$ cat config.mk
export PLATFORM = sky130hd
export DESIGN_NAME = gate_seq_ctrl_flat
export DESIGN_NICKNAME = d
export VERILOG_FILES = /design/src/rtl/gate_seq_ctrl_if.sv /design/src/rtl/gate_seq_ctrl.sv /design/src/flat_wrapper.sv
export SDC_FILE = /design/constraint.sdc
export NUM_CORES = 1
export LEC_CHECK = 0
export BUFFER_PORTS_ARGS = -buffer_cell sky130_fd_sc_hd__buf_2
export CAP_MARGIN = 20
export CORE_MARGIN = 1.5
export CORE_UTILIZATION = 40
export DETAILED_ROUTE_END_ITERATION = 8
export GPL_TIMING_DRIVEN = 0
export PLACE_DENSITY = 0.69
export SLEW_MARGIN = 20
export SYNTH_ARGS = -nofsm -noshare
export SYNTH_HDL_FRONTEND = slang
export SYNTH_SLANG_ARGS = --single-unit
$ cat constraint.sdc
create_clock -name iClk -period 1.9 [get_ports iClk]
set_input_delay 0.57 -clock iClk [delete_from_list [all_inputs] [get_ports iClk]]
set_output_delay 0.57 -clock iClk [all_outputs]
set_load 0.005 [all_outputs]
$ cat src/rtl/gate_seq_ctrl_if.sv
// -----------------------------------------------------------------------------
// gate_seq_ctrl_if
//
// Purpose : Bundles the sweep handshake and the gate-unit connections of
//           gate_seq_ctrl into one interface.
//
// Signals :
//   iStart    control -> sequencer  start request (level-sampled in IDLE)
//   iAbort    control -> sequencer  abort request (acts in SETTLE/CHECK)
//   iAnd      gate    -> sequencer  AND output of the gate unit
//   iOr       gate    -> sequencer  OR output of the gate unit
//   iNot      gate    -> sequencer  NOT output of the gate unit (NOT of A)
//   oA, oB    sequencer -> gate     gate unit inputs A and B
//   oBusy     sequencer -> control  sweep in progress
//   oDone     sequencer -> control  one-cycle completion pulse
//   oPass     sequencer -> control  all checked vectors matched
//   oFailMask sequencer -> control  bit v set = vector v mismatched
//
// Modports: master = board control / gate unit side, slave = sequencer.
// -----------------------------------------------------------------------------
interface gate_seq_ctrl_if;
    logic       iStart;
    logic       iAbort;
    logic       iAnd;
    logic       iOr;
    logic       iNot;
    logic       oA;
    logic       oB;
    logic       oBusy;
    logic       oDone;
    logic       oPass;
    logic [3:0] oFailMask;

    modport master (
        output iStart, iAbort, iAnd, iOr, iNot,
        input  oA, oB, oBusy, oDone, oPass, oFailMask
    );

    modport slave (
        input  iStart, iAbort, iAnd, iOr, iNot,
        output oA, oB, oBusy, oDone, oPass, oFailMask
    );
endinterface

$ cat src/rtl/gate_seq_ctrl.sv
// -----------------------------------------------------------------------------
// gate_seq_ctrl
//
// Purpose : On-board self-test sequencer for the two-input gate unit
//           (AND/OR/NOT). One start request sweeps A/B through 00,01,10,11,
//           lets each vector settle for HOLD_CYCLES cycles, samples the three
//           gate outputs in a CHECK cycle and records mismatches in a
//           per-vector fail mask. The sweep ends with a one-cycle done pulse
//           and a pass flag.
//
// Parameters:
//   HOLD_CYCLES  settle cycles per vector before sampling (legal 1..255)
//
// Ports:
//   iClk   in  clock, rising edge
//   iRst   in  asynchronous, active-high reset
//   bus    gate_seq_ctrl_if.slave (handshake + gate unit connections)
//
// Build option:
//   GATE_SEQ_STOP_ON_FAIL_EN  when defined, the first mismatching vector ends
//                             the sweep immediately (straight to DONE).
//
// All outputs are registered; every output update happens on the edge that
// changes state, so oA/oB only move on SETTLE entry (and back to 0 on IDLE
// entry) and stay stable through the CHECK cycle.
// -----------------------------------------------------------------------------
module gate_seq_ctrl #(
    parameter int unsigned HOLD_CYCLES = 2
) (
    input  logic          iClk,
    input  logic          iRst,
    gate_seq_ctrl_if.slave bus
);

    typedef enum logic [1:0] {
        IDLE,
        SETTLE,
        CHECK,
        DONE
    } state_t;

    localparam logic [7:0] HOLD_LAST = 8'(HOLD_CYCLES - 1);

`ifdef GATE_SEQ_STOP_ON_FAIL_EN
    localparam bit STOP_ON_FAIL = 1'b1;
`else
    localparam bit STOP_ON_FAIL = 1'b0;
`endif

    state_t     state, state_nxt;
    logic [1:0] vec, vec_nxt;
    logic [1:0] vec_inc;
    logic [7:0] hold_cnt, hold_cnt_nxt;
    logic       a_nxt, b_nxt;
    logic       busy_nxt, done_nxt, pass_nxt;
    logic [3:0] mask_nxt;
    logic       mismatch;
    logic [3:0] mask_upd;

    assign vec_inc = vec + 2'd1;

    // Expected truth table is evaluated on the vector currently driven onto
    // the gate unit, which is held stable through CHECK.
    always_comb begin
        mismatch = (bus.iAnd != (bus.oA & bus.oB)) ||
                   (bus.iOr  != (bus.oA | bus.oB)) ||
                   (bus.iNot != ~bus.oA);
        mask_upd      = bus.oFailMask;
        mask_upd[vec] = mismatch;
    end

    // Next-state and next-output logic.
    // NOTE: every signal gets its hold/default value first, so no path through
    // the case statement leaves one unassigned and no latch is inferred.
    always_comb begin
        state_nxt    = state;
        vec_nxt      = vec;
        hold_cnt_nxt = hold_cnt;
        a_nxt        = bus.oA;
        b_nxt        = bus.oB;
        busy_nxt     = bus.oBusy;
        done_nxt     = 1'b0;
        pass_nxt     = bus.oPass;
        mask_nxt     = bus.oFailMask;

        unique case (state)
            IDLE: begin
                if (bus.iStart) begin
                    state_nxt    = SETTLE;
                    vec_nxt      = 2'd0;
                    hold_cnt_nxt = 8'd0;
                    a_nxt        = 1'b0;
                    b_nxt        = 1'b0;
                    busy_nxt     = 1'b1;
                    pass_nxt     = 1'b0;
                    mask_nxt     = 4'b0000;
                end
            end

            SETTLE: begin
                if (hold_cnt == HOLD_LAST) begin
                    state_nxt    = CHECK;
                    hold_cnt_nxt = 8'd0;
                end else begin
                    hold_cnt_nxt = hold_cnt + 8'd1;
                end
            end

            CHECK: begin
                mask_nxt = mask_upd;
                if (vec == 2'd3 || (STOP_ON_FAIL && mismatch)) begin
                    state_nxt = DONE;
                end else begin
                    state_nxt = SETTLE;
                    vec_nxt   = vec_inc;
                    a_nxt     = vec_inc[1];
                    b_nxt     = vec_inc[0];
                end
            end

            DONE: begin
                state_nxt = IDLE;
                done_nxt  = 1'b1;
                pass_nxt  = (bus.oFailMask == 4'b0000);
                busy_nxt  = 1'b0;
                a_nxt     = 1'b0;
                b_nxt     = 1'b0;
                vec_nxt   = 2'd0;
            end

            default: begin
                state_nxt = IDLE;
            end
        endcase

        // Abort overrides everything above, including the CHECK mask update;
        // bits collected by earlier CHECK cycles are kept.
        if (bus.iAbort && (state == SETTLE || state == CHECK)) begin
            state_nxt    = IDLE;
            vec_nxt      = 2'd0;
            hold_cnt_nxt = 8'd0;
            a_nxt        = 1'b0;
            b_nxt        = 1'b0;
            busy_nxt     = 1'b0;
            done_nxt     = 1'b0;
            pass_nxt     = 1'b0;
            mask_nxt     = bus.oFailMask;
        end
    end

    // NOTE: sequential state uses non-blocking assignments so every register
    // samples the pre-edge values, independent of statement order.
    always_ff @(posedge iClk or posedge iRst) begin
        if (iRst) begin
            state         <= IDLE;
            vec           <= 2'd0;
            hold_cnt      <= 8'd0;
            bus.oA        <= 1'b0;
            bus.oB        <= 1'b0;
            bus.oBusy     <= 1'b0;
            bus.oDone     <= 1'b0;
            bus.oPass     <= 1'b0;
            bus.oFailMask <= 4'b0000;
        end else begin
            state         <= state_nxt;
            vec           <= vec_nxt;
            hold_cnt      <= hold_cnt_nxt;
            bus.oA        <= a_nxt;
            bus.oB        <= b_nxt;
            bus.oBusy     <= busy_nxt;
            bus.oDone     <= done_nxt;
            bus.oPass     <= pass_nxt;
            bus.oFailMask <= mask_nxt;
        end
    end

endmodule

$ cat src/flat_wrapper.sv
// flat-port wrapper written by rule: the top's interface ports become plain ports
module gate_seq_ctrl_flat 
#(
    parameter int unsigned HOLD_CYCLES = 2
)
  (iClk, iRst, bus_iStart, bus_iAbort, bus_iAnd, bus_iOr, bus_iNot, bus_oA, bus_oB, bus_oBusy, bus_oDone, bus_oPass, bus_oFailMask);
  gate_seq_ctrl_if bus_i ();
  input  logic iClk;
  input  logic iRst;
  input wire logic [$bits(bus_i.iStart)-1:0] bus_iStart;
  input wire logic [$bits(bus_i.iAbort)-1:0] bus_iAbort;
  input wire logic [$bits(bus_i.iAnd)-1:0] bus_iAnd;
  input wire logic [$bits(bus_i.iOr)-1:0] bus_iOr;
  input wire logic [$bits(bus_i.iNot)-1:0] bus_iNot;
  output wire logic [$bits(bus_i.oA)-1:0] bus_oA;
  output wire logic [$bits(bus_i.oB)-1:0] bus_oB;
  output wire logic [$bits(bus_i.oBusy)-1:0] bus_oBusy;
  output wire logic [$bits(bus_i.oDone)-1:0] bus_oDone;
  output wire logic [$bits(bus_i.oPass)-1:0] bus_oPass;
  output wire logic [$bits(bus_i.oFailMask)-1:0] bus_oFailMask;
  assign bus_i.iStart = bus_iStart;
  assign bus_i.iAbort = bus_iAbort;
  assign bus_i.iAnd = bus_iAnd;
  assign bus_i.iOr = bus_iOr;
  assign bus_i.iNot = bus_iNot;
  assign bus_oA = bus_i.oA;
  assign bus_oB = bus_i.oB;
  assign bus_oBusy = bus_i.oBusy;
  assign bus_oDone = bus_i.oDone;
  assign bus_oPass = bus_i.oPass;
  assign bus_oFailMask = bus_i.oFailMask;
  gate_seq_ctrl #(.HOLD_CYCLES(HOLD_CYCLES)) u_core (.iClk(iClk), .iRst(iRst), .bus(bus_i));
endmodule
# Word-level counts from Yosys, hierarchy flattened
# Index checks and enable logic that the tools add are counted.
[word_totals]
regBits = 21
inputBits = 7
output_inout_bits = 9
word_cells = 77
[classes]
n_addsub = 2
magnitude_cmp = 2
n_eq_ne = 12
muxes = 32
bitwise_logic = 4
n_reduce_logical = 16
[ops]
columns = ["cell", "count"]
rows = [
  ["8-bit two-way mux", 3],
  ["8-bit case mux with 2 select lines", 1],
  ["2-bit two-way mux", 7],
  ["1-bit two-way mux", 11],
  ["8-bit by 1-bit adder with 8-bit output, second input constant", 1],
  ["8-bit by 1-bit == test with 1-bit output, second input constant", 1],
  ["2-bit case mux with 4 select lines", 1],
  ["4-bit case mux with 2 select lines", 1],
  ["2-bit == test, second input constant", 3],
  ["3-bit by 2-bit inequality test with 1-bit output, second input constant", 2],
  ["1-bit case mux with 3 select lines", 2],
  ["2-bit case mux with 3 select lines", 1],
  ["2-bit AND reduction", 3],
  ["3-bit AND reduction", 2],
  ["3-bit nonzero test", 2],
  ["4-bit bitwise mux", 1],
  ["4-bit zero test", 1],
  ["4-bit two-way mux", 1],
  ["1-bit case mux with 2 select lines", 2],
  ["4-bit nonzero test", 1],
  ["1-bit logical OR", 3],
  ["2-bit by 3-bit < comparator with 1-bit output, second input constant", 1],
  ["1-bit inequality test", 3],
  ["3-bit inequality test, second input constant", 1],
  ["11 further kinds", 13],
]

# Longest topological paths before layout
# Gate-level depths: netlist of the first run.
[logic_depth]
word_depth = 6
ltp_mapped = 7
mapped_depth_nobuf = 6

# Least setup slack after synthesis of the first run
# Ideal clock, no wire load.
[synth_path]
kind = "register to register"
from = "register u_core.state[0]"
to = "register u_core.hold_cnt[6]"
setup_ns = 0.121
arrival_ns = 1.525
t_required_ns = 1.779
setup_slack_ns = 0.254
stages_incl_launch_ff = 8
n_path_buf = 1
period_less_slack_ns = 1.646
cell_sequence = "dfrtp_1 > inv_1 > ha_1 > buf_2 > nand2_1 > a211oi_1 > xnor2_1 > nor2_1"
[synth_between]
elab_chain_cells = 5
elab_cells_between_ends = 10
classes_between = "3 x eq/ne; 2 x mux; 5 x reduce/logical"
[synth_lines]
columns = ["item", "line_no", "source"]
rows = [
  ["start, declared", "gate_seq_ctrl.sv:50", "state_t state, state_nxt;"],
  ["start signal, assigned", "gate_seq_ctrl.sv:165", "state <= state_nxt;"],
  ["2-bit by 1-bit == test with 1-bit output / 2-bit == test (equally long branches)", "gate_seq_ctrl.sv:86, gate_seq_ctrl.sv:138", ""],
  ["1-bit logical OR", "gate_seq_ctrl.sv:138", "if (bus.iAbort && (state == SETTLE || state == CHECK)) begin"],
  ["1-bit logical AND", "gate_seq_ctrl.sv:138", ""],
  ["3-bit by 2-bit inequality test with 1-bit output (no source line) / 3-bit nonzero test (equally long branches)", "--", ""],
  ["2-bit AND reduction (no source line)", "--", ""],
  ["end signal, assigned", "gate_seq_ctrl.sv:167", "hold_cnt <= hold_cnt_nxt;"],
  ["end, declared", "gate_seq_ctrl.sv:53", "logic [7:0] hold_cnt, hold_cnt_nxt;"],
]
# Several ways; a longest one is shown, not always the timed one.
# A chain may end at the register's enable or synchronous reset.

# Worst setup path after layout of the first run
[layout_path]
from = "register u_core.hold_cnt[1]"
to = "register u_core.state[1]"
[layout_between]
elab_chain_cells = 3
[layout_lines]
columns = ["item", "line_no", "source"]
rows = [
  ["8-bit by 1-bit == test with 1-bit output", "gate_seq_ctrl.sv:101", "if (hold_cnt == HOLD_LAST) begin"],
  ["3-bit by 2-bit inequality test with 1-bit output (no source line)", "--", ""],
  ["2-bit AND reduction (no source line)", "--", ""],
]
# No other way between the ends.

==> metrics.yaml, run 1 <==
outcome: "finished clean"
coreArea_mm2: 0.00300
crit_family: "simple AND/OR/NAND/NOR gates"
clockPowerShare_pct: 11.9
intPower_w: 0.000996
r2r-start: "u_core.hold_cnt[1]"
holdWs_ps: 358
io_buffers: 15
finalHoldViolCount: 0
vias: 1005
tightest_slew_ps: 727
worst-path-stages: 6
path_class: "reg -> reg"
multi_input_area_um2: 757
cp_slowest_cell: "or4b_4"
fin_crit_ps: 1810
synthTopCellsByArea: "dfrtp_1, ha_1, nand2_1, xnor2_1, a21oi_4"
cts_buffers: 3
synth_area_mm2: 0.00125
critPathLaunch: "u_core.hold_cnt[1]"
synth_edf_count: 0
clk_path_buf_depth: 2
design_area_mm2: 0.00142
ant_nets: 0
fin_worst_skew_ps: 2.04
synth_ff_type: "dfrtp_1"
gr-total-overflow: 0
pin_count: 16
synth_top_area_cell: "dfrtp_1"
clk_latency_ps: 310
nFillCells: 293
max_freq_mhz: 552
dr.pass1.iters: 4
cts_root_buf: "clkbuf_4"
grt_max_degree: 20
drv_slew: 0
drtIter0Drc: 76
synth_seq_cells: 19
vdd_ir_drop_max_uv: 618
crit_end: "u_core.state[1]"
die_x_um: 59.0
async_flop_share_pct: 100
synth_common_cells: "dfrtp_1, nand2_1, ha_1, inv_1"
r2r.worst_path.cells: 6
antenna_found_initial: 0
worstPathMaxFanout: 6
crit_buf_inv: 1
placed_area_mm2: 0.00137
power_density_mw_per_mm2: 1280
rows: 20
ys_seq_area_share_pct: 38.0
synth_cell_type_count: 35
drive_gt1_share_pct: 23.5
die_area_mm2: 0.00348
htreeDepth: 1
area_growth_syn_to_layout_pct: 13.1
path_clk_slew_ps: 120
maxCapViolCount: 0
timing.rr.end: "u_core.state[1]"
initial_core_util_pct: 41.7
regToRegSetupSlack_ps: 90
avgSynthCellArea_um2: 9.63
grt_pass1_vias: 969
seq_area_um2: 480
switchingPower_w: 0.000823
rsz0062_at_grt: "no"
period_share_pct: 95.3
wl_per_cell_um: 13.4
grt_pass1_wl_um: 4280
insertedDiodeCount: 0
routed_wl_um: 2450
slew_headroom_pct: 51.5
setup_viol: 0
hold_path_class: "in -> async"
cp.arrival_ps: 2020
crit_chain: "inv_1 -> ha_1 -> or4b_4 -> o21ai_1 -> nand2_1 -> a32o_1"
required_ps: 2110
yosysMostFrequentCell: "dfrtp_1"
p_sw_share_pct: 45.3
dpl.hpwl_um: 1840
power_leakage_nw: 0.656
place_congestion: 0.829
cp-end-kind: "register"
fp.dieH_um: 59.0
hold_buffers: 0
synth_top_area_share_pct: 38.0
vias_per_cell: 5.52
power_frac_comb_pct: 53.8
syn_nets: 150
synthCells: 130
cts_tree: "built"
crit_path_start_kind: "register"
p_seq_share_pct: 34.3
cp_slowest_stage_delay_ps: 490
grt_usage_pct: 16.2
cts_sinks: 19
fin_nets: 170
yosysWarnings: 0
drt_drc_violations_left: 0
## cell type report
cell class / count / share of cell area, %
plain buffers: 2 / 0.618
clock buffers: 3 / 1.59
clock inverters: 1 / 0.353
inverters: 7 / 1.86
multi-input cells: 102 / 53.4
flip-flops and latches: 19 / 33.9
well taps: 33 / 2.92
repair buffers: 15 / 5.30
## routing by layer
metal  part of all wire, %  wire, um  vias up  track usage (%)
li1                      -         -      500                -
met1                    48      1180      480             21.2
met2                    47      1150       21             26.0
met3                   3.9        96        4             5.05
met4                  0.94        23        0             3.90
met5                     0         0        -                0
## state kept, by name, summed over array words and instances, names as in the netlist
name and flops:
u_core.bus.oA 1, u_core.bus.oB 1, u_core.bus.oBusy 1, u_core.bus.oDone 1, u_core.bus.oFailMask 4, u_core.bus.oPass 1, u_core.hold_cnt 8, u_core.state 2
## cells in the final DEF, fill, tap and decap left out, types with 2 or more instances in the layout
master     n
a21oi_1    5
o211ai_1   2
dfrtp_2    4
nor4_1     2
nor2_1     5
nand2b_1   2
xnor2_1    5
clkbuf_4   3
nand3_1    5
ha_1      13
buf_2     16
o21a_1     2
inv_1      7
a211oi_1   2
nor2b_1    4
a32o_1     2
nand2_1   15
o21ai_1    2
nand4_1    5
and2_1     3
o21ai_0    6
a311oi_1   2
a21oi_4    2
dfrtp_1   15
nor3_1     3
xor2_1     2
## how the worst min path moves through the flow
stage	startpoint	end	cells past startpoint
after detailed placement	u_core.bus.oBusy	u_core.bus.oBusy	2
after global routing	iRst	u_core.hold_cnt[7]	2
final	iRst	u_core.bus.oFailMask[1]	2
after CTS	iRst	u_core.bus.oFailMask[2]	2
after global placement	u_core.bus.oBusy	u_core.bus.oBusy	2
after floorplan	u_core.bus.oBusy	u_core.bus.oBusy	2
## stage by stage
stage	total power, W	utilization (%)	cells	setup WS, ps	TNS (ps)
after floorplan	0.00132	-	130	254	0
final	0.00182	47.2	182	88.4	0
after global routing	0.00199	47.2	182	5.28	0
after CTS	0.00181	46.7	182	8.97	0
after detailed placement	0.00157	45.6	178	-47.4	-47.4
after global placement	0.00152	45.6	178	65.9	0
## power groups by stage
| stage | Clock (W) | Sequential (W) | Combinational, W |
|---|---|---|---|
| 2_1_floorplan | 0 | 0.000605 | 0.000715 |
| 3_3_place_gp | 0 | 0.000616 | 0.000904 |
| 3_5_place_dp | 0 | 0.000622 | 0.000946 |
| 4_1_cts | 0.000229 | 0.000617 | 0.000960 |
| 5_1_grt | 0.000246 | 0.000647 | 0.00110 |
| 6_report | 0.000217 | 0.000624 | 0.000979 |
## repair_timing
action / CTS / global route
gates resized for setup: 2 / 7
endpoints found under the setup margin: 6 / 12
buffers inserted: 0 / 0
cloned: 0 / 0
## cell families after synthesis
kind of cell / Yosys count / share of synthesized area, %
mux: 3 / 2.50
flops: 19 / 38.0
xor+xnor: 7 / 4.90
fa+ha+maj: 13 / 13.0
simple gates: 49 / 20.4
buf+inv: 9 / 2.80
compound gates: 30 / 18.5
Power figures use the tool's default switching activity.
==> run 2, diff against run 1 <==
--- a/config.mk
+++ b/config.mk
@@ -9,6 +9,7 @@
 export CAP_MARGIN = 20
 export CORE_MARGIN = 1.5
 export CORE_UTILIZATION = 40
+export CTS_CLUSTER_SIZE = 8
 export DETAILED_ROUTE_END_ITERATION = 8
 export GPL_TIMING_DRIVEN = 0
 export PLACE_DENSITY = 0.69
==> constraint.sdc (replaced) <==
create_clock -name iClk -period 2.3 [get_ports iClk]
set_input_delay 0.69 -clock iClk [delete_from_list [all_inputs] [get_ports iClk]]
set_output_delay 0.69 -clock iClk [all_outputs]
set_load 0.005 [all_outputs]
==> run 2 against run 1 <==
Effect of this change:
- setup slack better by 270 ps
- fmax is 6.7% lower
- sequential share of layout area is 0.13 points higher
- final cell count stayed put
- non-clock buffer count stayed put
- sequential power is 18% lower
- highest routed layer unchanged
- global-route usage hardly changed
- critical endpoint is now u_core.hold_cnt[7]
==> metrics.yaml, run 2 (synthesized netlist as in run 1, its figures left out) <==
outcome: "finished clean"
fin_worst_skew_ps: 2.19
rsz0062_at_grt: "no"
regToRegSetupSlack_ps: 360
area_growth_syn_to_layout_pct: 11.5
ant_nets: 0
hold_buffers: 0
grt_max_degree: 20
finalPower_w: 0.00146
grt_pass1_vias: 973
cts_resized: 0
drv_slew: 0
cts_tree: "built"
pin_count: 16
seq_area_um2: 475
cts_sinks: 19
cp.arrival_ps: 2170
dr.pass1.iters: 4
die_x_um: 59.0
clk_latency_ps: 300
cp_slowest_stage_delay_ps: 450
rows: 20
dp_slack_ps: 353
r2r-start: "u_core.state[0]"
grt_usage_pct: 16.1
drtIter0Drc: 59
fp.dieH_um: 59.0
clk_path_buf_depth: 2
insertedDiodeCount: 0
power_density_mw_per_mm2: 1050
multi_input_area_um2: 742
layout_common_cells: "dfrtp_1, buf_2, nand2_1"
coreArea_mm2: 0.00300
die_area_mm2: 0.00348
vdd_ir_drop_max_uv: 501
cp-end-kind: "register"
grt_pass1_wl_um: 4270
path_class: "reg -> reg"
place_congestion: 0.829
crit_path_start_kind: "register"
crit_buf_inv: 2
wl_per_cell_um: 13.3
fin_tns_setup_ps: 0
fin_nets: 170
dpl.hpwl_um: 1840
cts_buffers: 3
power_leakage_nw: 0.662
max_freq_mhz: 515
period_share_pct: 84.4
htreeDepth: 1
crit_family: "simple AND/OR/NAND/NOR gates"
cts_setup_buffers: 0
crit_chain: "inv_1 -> ha_1 -> buf_2 -> and2_1 -> nor2_1 -> nand2_1 -> o211ai_1"
cts_root_buf: "clkbuf_4"
path_clk_slew_ps: 120
worstPathMaxFanout: 8
largest_register_ffs: 8
largest_register: "u_core.hold_cnt"
vias: 998
reg_top3: "u_core.hold_cnt: 8 flops, u_core.bus.oFailMask: 4 flops, u_core.state: 2 flops"
maxCapViolCount: 0
setup_viol: 0
initial_core_util_pct: 41.7
tightest_slew_ps: 729
r2r.worst_path.cells: 7
required_ps: 2530
io_buffers: 15
layout_commonest_cell: "dfrtp_1"
setup_ws_ps: 359
nFillCells: 290
hold_path_class: "in -> async"
slew_headroom_pct: 51.3
drt_drc_violations_left: 0
cp_slowest_cell: "dfrtp_1"
vias_per_cell: 5.48
timing.rr.end: "u_core.hold_cnt[7]"
routed_wl_um: 2420
antenna_found_initial: 0
drive_gt1_share_pct: 18.1
fin_crit_ps: 1940
gr-total-overflow: 0
finalHoldViolCount: 0
[run 2: where the power goes]
group / internal, W / switching (W) / total (W)
Clock: 0.0000649 / 0.000113 / 0.000178
Combinational: 0.000323 / 0.000452 / 0.000775
Sequential: 0.000412 / 0.0000973 / 0.000509
[run 2: routing by layer]
metal,part of all wire (%),GRT usage [%]
met1,49,21.2
met2,47,25.9
met3,3.4,5.05
met4,0.95,3.90
met5,0,0
[run 2: through the flow]
stage                     instances  hold slack, ps  util (%)  area [um2]
after detailed placement        178             472      45.6        1370
after CTS                       182             495      46.5        1400
final                           182             482      46.5        1400
after global placement          178             461      45.6        1370
after global routing            182             531      46.5        1400
after floorplan                 130             473         -        1250
[run 2: layout make-up]
class                   instances  area share (%)
plain buffers                   2           0.627
clock buffers                   3            1.61
clock inverters                 1           0.358
inverters                       7            1.88
multi-input cells             102            53.1
flip-flops and latches         19            34.1
well taps                      33            2.96
repair buffers                 15            5.38
[run 2: how the worst max path moves through the flow]
stage / slack [ps] / cells past startpoint / start / endpoint
global route: 170 / 7 / u_core.state[0] / u_core.hold_cnt[7]
floorplan: 650 / 7 / u_core.state[0] / u_core.hold_cnt[6]
CTS: 320 / 7 / u_core.state[0] / u_core.hold_cnt[7]
detailed placement: 350 / 7 / u_core.state[0] / u_core.hold_cnt[7]
finish: 360 / 7 / u_core.state[0] / u_core.hold_cnt[7]
global placement: 470 / 7 / u_core.state[0] / u_core.hold_cnt[7]
[run 2: worst register-to-register path, stage by stage (launching register included)]
cell and delay [ps]:
dfrtp_1 450, inv_1 120, ha_1 310, buf_2 170, and2_1 200, nor2_1 270, nand2_1 160, o211ai_1 200
